**src/rtl/idu_arbiter.sv**
```systemverilog
// Shared 16-bit increment/decrement unit arbitrated between PC, SP and HL.
// Each granted operation takes one EXEC cycle and one RESP cycle.
module idu_arbiter #(
  parameter int PRIORITY_MODE = 0
) (
  input  logic        i_Clk,
  input  logic        i_Reset,
  input  logic        i_Flush,
  input  logic [2:0]  i_Req,
  input  logic [2:0]  i_Dec,
  input  logic [15:0] i_Op0,
  input  logic [15:0] i_Op1,
  input  logic [15:0] i_Op2,
  output logic [2:0]  o_Grant,
  output logic        o_Busy,
  output logic        o_Valid,
  output logic [2:0]  o_Ack,
  output logic [1:0]  o_Id,
  output logic [15:0] o_Result,
  output logic        o_Carry,
  output logic [1:0]  o_State
);

  // Handshake: a requester holds i_Req high until it sees its o_Ack bit
  // (one cycle, alongside o_Valid), then drops it; a level still high in
  // IDLE is taken as a new operation.
  typedef enum logic [1:0] {
    IDLE = 2'd0,
    EXEC = 2'd1,
    RESP = 2'd2
  } state_t;

  state_t      state_q;
  logic [1:0]  ptr_q;
  logic [1:0]  idx_q;
  logic [15:0] op_q;
  logic        dec_q;
  logic [2:0]  grant_q;
  logic [2:0]  ack_q;
  logic        valid_q;
  logic [1:0]  id_q;
  logic [15:0] result_q;
  logic        carry_q;

  logic [2:0]  rot;
  logic [1:0]  off;
  logic [2:0]  rr_sum;
  logic [1:0]  rr_idx;
  logic [1:0]  fp_idx;
  logic [1:0]  win_idx;
  logic [1:0]  ptr_d;
  logic [15:0] win_op;
  logic        win_dec;
  logic [16:0] sum_d;

  function automatic logic [2:0] onehot(input logic [1:0] idx);
    case (idx)
      2'd0:    return 3'b001;
      2'd1:    return 3'b010;
      default: return 3'b100;
    endcase
  endfunction

  // Rotate requests so bit 0 is the requester the pointer currently favours.
  always_comb begin
    rot = i_Req;
    case (ptr_q)
      2'd1:    rot = {i_Req[0], i_Req[2:1]};
      2'd2:    rot = {i_Req[1:0], i_Req[2]};
      default: rot = i_Req;
    endcase
    off = rot[0] ? 2'd0 : (rot[1] ? 2'd1 : 2'd2);
    rr_sum = {1'b0, ptr_q} + {1'b0, off};
    rr_idx = (rr_sum >= 3'd3) ? 2'(rr_sum - 3'd3) : rr_sum[1:0];
    fp_idx = i_Req[0] ? 2'd0 : (i_Req[1] ? 2'd1 : 2'd2);
    win_idx = (PRIORITY_MODE == 1) ? fp_idx : rr_idx;
    ptr_d = (win_idx == 2'd2) ? 2'd0 : win_idx + 2'd1;
  end

  always_comb begin
    win_op  = i_Op2;
    win_dec = i_Dec[2];
    case (win_idx)
      2'd0: begin
        win_op  = i_Op0;
        win_dec = i_Dec[0];
      end
      2'd1: begin
        win_op  = i_Op1;
        win_dec = i_Dec[1];
      end
      default: begin
        win_op  = i_Op2;
        win_dec = i_Dec[2];
      end
    endcase
  end

  // Adding 0xFFFF decrements; carry is then set for every nonzero operand.
  assign sum_d = {1'b0, op_q} + {1'b0, {15{dec_q}}, 1'b1};

  always_ff @(posedge i_Clk or posedge i_Reset) begin
    if (i_Reset) begin
      state_q  <= IDLE;
      ptr_q    <= 2'd0;
      idx_q    <= 2'd0;
      op_q     <= 16'h0000;
      dec_q    <= 1'b0;
      grant_q  <= 3'b000;
      ack_q    <= 3'b000;
      valid_q  <= 1'b0;
      id_q     <= 2'd0;
      result_q <= 16'h0000;
      carry_q  <= 1'b0;
    end else begin
      valid_q <= 1'b0;
      ack_q   <= 3'b000;
      case (state_q)
        IDLE: begin
          if (!i_Flush && (|i_Req)) begin
            op_q    <= win_op;
            dec_q   <= win_dec;
            idx_q   <= win_idx;
            grant_q <= onehot(win_idx);
            if (PRIORITY_MODE == 0) ptr_q <= ptr_d;
            state_q <= EXEC;
          end else begin
            grant_q <= 3'b000;
          end
        end
        EXEC: begin
          if (i_Flush) begin
            grant_q <= 3'b000;
            state_q <= IDLE;
          end else begin
            result_q <= sum_d[15:0];
            carry_q  <= sum_d[16];
            id_q     <= idx_q;
            valid_q  <= 1'b1;
            ack_q    <= grant_q;
            state_q  <= RESP;
          end
        end
        RESP: begin
          grant_q <= 3'b000;
          state_q <= IDLE;
        end
        default: begin
          grant_q <= 3'b000;
          state_q <= IDLE;
        end
      endcase
    end
  end

  // A flush during RESP cancels the completion pulse in that same cycle.
  assign o_Valid  = valid_q & ~i_Flush;
  assign o_Ack    = ack_q & {3{~i_Flush}};
  assign o_Grant  = grant_q;
  assign o_Busy   = (state_q != IDLE);
  assign o_Id     = id_q;
  assign o_Result = result_q;
  assign o_Carry  = carry_q;
  assign o_State  = state_q;

endmodule

```
**config.mk**
```make
export PLATFORM = sky130hd
export DESIGN_NAME = idu_arbiter
export DESIGN_NICKNAME = d
export VERILOG_FILES = /design/src/rtl/idu_arbiter.sv
export SDC_FILE = /design/constraint.sdc
export NUM_CORES = 1
export LEC_CHECK = 0
export BUFFER_PORTS_ARGS = -buffer_cell sky130_fd_sc_hd__buf_2
export CELL_PAD_IN_SITES_DETAIL_PLACEMENT = 1
export CELL_PAD_IN_SITES_GLOBAL_PLACEMENT = 2
export CORE_ASPECT_RATIO = 0.9
export CORE_MARGIN = 4
export CORE_UTILIZATION = 30
export DETAILED_ROUTE_END_ITERATION = 8
export GPL_TIMING_DRIVEN = 0
export PLACE_DENSITY_LB_ADDON = 0.12
export RECOVER_POWER = 50
export SETUP_SLACK_MARGIN = 0.5
export SLEW_MARGIN = 15
export SYNTH_ARGS = -nofsm -noshare
export SYNTH_HDL_FRONTEND = slang
export SYNTH_SLANG_ARGS = --single-unit
```
**constraint.sdc**
```tcl
create_clock -name i_Clk -period 4.5 [get_ports i_Clk]
set_clock_uncertainty 0.2 [all_clocks]
set_input_delay 0.225 -clock i_Clk [delete_from_list [all_inputs] [get_ports i_Clk]]
set_output_delay 0.225 -clock i_Clk [all_outputs]
set_load 0.02 [all_outputs]
```
==> flow_summary_export.csv <==
group,metric,value,unit
run_status,outcome,"finished with violations",
run_status,violations,"capacitance limit, slew limit",
floorplan,die_area,11700,um^2
global_routing,grt_pass1_wl,15000,um
cts,clk_latency,0.30,ns
detailed_routing,drt-total-wl,8950,um
floorplan,io_pins,86,
layout,multi_input_area,1630,um^2
layout,mostFrequentLayoutCell,"buf_2",
synth,synthFlopType,"dfrtp_1",
synth,synth_top_area_share,40.9,%
detailed_routing,met1_length,4200,um
cts,path_clk_slew,0.09,ns
synth,ys_seq_area_share,40.9,%
synth,synth_area,3000,um^2
worst_setup_path,worstPathArrival,3.79,ns
placement,placed_cells,535,
worst_setup_path,worst-path-max-fanout,10,
detailed_routing,vias_per_cell,5.05,
synth,async_reset_ff_share,100,%
timing,max_freq,0.262,GHz
detailed_routing,dr.pass1.iters,5,
global_routing,grt_pass1_vias,2966,
pwr,p_int,1670,uW
global_routing,grt_antenna_before_repair,0,
placement,io_buffers,85,
global_routing,grt_use_total,16.2,%
global_routing,grt_overflow,0,
worst_setup_path,critical_path.endpoint_type,"flop",
synth,synth_area_leaders,"dfrtp_1, ha_1, nand2_1, o21ai_0, a222oi_1",
synth,synth_warnings,0,
cts,cts_sinks,49,
layout,fin_cells,547,
cts,clockBufferDepth,2,
placement,hpwl,7040,um
placement,place_ws,0.612,ns
cts,cts_made_buffers,5,
layout,antenna_cells,0,
synth,synth_edf_count,0,
floorplan,start_util,30.9,%
placement,place_congestion,0.766,
detailed_routing,wl_met3,437,um
timing,finalMaxSlewViolations,27,
timing,slew_headroom,-0.746,%
synth,ys_ff_latch,49,
floorplan,placementRows,34,
timing,worstMarginPinSlew,1.51,ns
hold_path,hold_class,"in2reg",
detailed_routing,top_layer,"met4",
timing,setup_slack,0.682,ns
layout,final_nets,499,
floorplan,die-height,103,um
layout,seq_area,1230,um^2
detailed_routing,drc,0,
layout,layout_common_cells,"buf_2, nand2_1, dfrtp_1",
cts,cts_tree,"built",
detailed_routing,wire_per_inst,16.4,um
layout,drive_above_1_share,24.0,%
pwr,power_leakage,0.00179,uW
flow_run,cap_violations,1,
timing,rsz0062_at_grt,"false",
timing,min_period,3.82,ns
layout,fillCellCount,1179,
timing,fin_setup_tns,0,ns
timing,fin_crit_sh,84.8,%
cts,htreeDepth,2,
floorplan,fp.coreArea,9700,um^2
synth,netlist_instances,323,
pwr,power.switching,1640,uW
pwr,p_clk_share,9.6,%
synth,synth_cell_types,50,
worst_setup_path,cp-start-kind,"flop",
detailed_routing,drt_iter0_drc,114,
pwr,swShare,49.5,%
layout,area.growth.synth_to_final,24.1,%
worst_setup_path,critical_path_required,4.47,ns
hold_path,worstHoldPathCells,3,
timing,hold_violations,0,
pwr,ir_drop,0.000343,V
synth,synth_fp_nets,401,
synth,avgSynthCellArea,9.28,um^2
detailed_routing,dr_wl_met2,4220,um
worst_setup_path,crit_type,"reg2reg",
global_routing,grt_start_max_net_pins,27,
synth,yosys.area.top_type,"dfrtp_1",
pwr,p_comb_share,68.1,%
detailed_routing,ant_nets,0,
cts,cts-root-buf,"clkbuf_8",
pwr,p_per_area,889,nW/um^2
floorplan,die_w,113,um
pwr,seqPwrFrac,22.3,%
detailed_routing,via_count,2763,
worst_setup_path,worstRegToRegCells,19,
timing,setup_viol,0,
==> critical path: stages, from the launching register on <==
cell and delay [ns]:
dfrtp_1 0.39, inv_1 0.07, ha_1 0.16, nand2_1 0.05
nor2_1 0.09, a31oi_1 0.05, a211o_1 0.28, o21ai_0 0.08
ha_1 0.17, inv_1 0.05, fa_2 0.55, inv_1 0.05
ha_1 0.20, nor2b_4 0.16, nand2_2 0.10, o21a_1 0.12
clkbuf_4 0.19, buf_4 0.20, a222oi_1 0.42, o21ai_1 0.11
==> path summary, 6_finish.rpt <==
path                              from           to  slack [ns]
max in group asynchronous      i_Reset     op_q[11]        1.71
max reg2reg                   ptr_q[0]     op_q[12]        0.68
min reg2reg                o_Result[1]  o_Result[1]        0.28
min                           i_Op0[1]      op_q[1]        0.03
max                           ptr_q[0]     op_q[12]        0.68
min in group asynchronous      i_Reset  o_Result[0]        0.48
==> cell usage after synthesis, types with 2 or more instances <==
cell type   n
nor3_1      5
or3_1       2
a211o_1     2
xnor2_1     4
nor2b_1     5
o21ai_0    39
inv_1      14
a21o_1      6
nand2_1    54
and2b_1     2
o21ai_1     4
or4_1       2
o21ai_2     2
o21a_1      7
ha_1       19
a21oi_1    15
dfrtp_1    49
fa_1        2
buf_2       9
buf_6       2
nor2_1      7
nand2b_1    2
clkbuf_1    6
xor2_1      7
nand3_1     6
nand4_1     3
a31oi_1     4
and2_1      4
a21oi_2     2
a222oi_1   17
o211ai_1    2
==> state kept, by name (all words and copies together) (netlist names) <==
register and count:
ptr_q 2, op_q 16, o_Grant 3, o_Result 16, dec_q 1, valid_q 1, o_Carry 1, o_Id 2
o_State 2, ack_q 3, idx_q 2
==> what timing repair did <==
action,CTS,global route
hold buffers,1,0
buffers inserted,0,4
gates resized for setup,0,10
endpoints found under the setup margin,0,8
endpoints found under the hold margin,23,0
==> per-stage QoR <==
stage	total power, uW	utilization [%]	instance area, um^2	hold WS (ns)
4_1_cts	3270	38.3	3710	0.0243
3_3_place_gp	2890	36.9	3580	0.256
3_5_place_dp	2940	37.1	3600	0.128
2_1_floorplan	2290	-	3000	0.213
6_report	3300	38.3	3720	0.0268
5_1_grt	3640	38.3	3720	0.0340
==> area by class of cell <==
| class | count | share of cell area, % |
|---|---|---|
| Timing Repair Buffer | 91 | 11.8 |
| Clock inverter | 2 | 0.942 |
| Sequential cell | 49 | 33.0 |
| Inverter | 15 | 1.55 |
| Buffer | 18 | 2.76 |
| Tap cell | 126 | 4.24 |
| Clock buffer | 5 | 1.85 |
| Multi-Input combinational cell | 241 | 43.9 |
==> kinds of logic after synthesis <==
family,Yosys count,synth area share (%)
simple gates,99,15.8
mux,1,0.334
buf+inv,33,5.18
fa+ha+maj,21,9.27
xor+xnor,11,3.21
flops,49,40.9
compound gates,109,25.3
==> power by group through the flow <==
| stage | Sequential [uW] | Clock [uW] | Combinational, uW |
|---|---|---|---|
| after floorplan | 828 | 0 | 1460 |
| after global placement | 740 | 0 | 2150 |
| after detailed placement | 750 | 0 | 2190 |
| after CTS | 740 | 331 | 2200 |
| after global routing | 763 | 346 | 2540 |
| final | 735 | 318 | 2250 |
==> layer usage <==
| metal | track usage [%] | up-vias |
|---|---|---|
| met5 | 0 | - |
| met2 | 28.1 | 63 |
| met3 | 3.17 | 6 |
| li1 | - | 1372 |
| met4 | 3.70 | 0 |
| met1 | 21.1 | 1322 |
(Power assumes the default switching activity.)
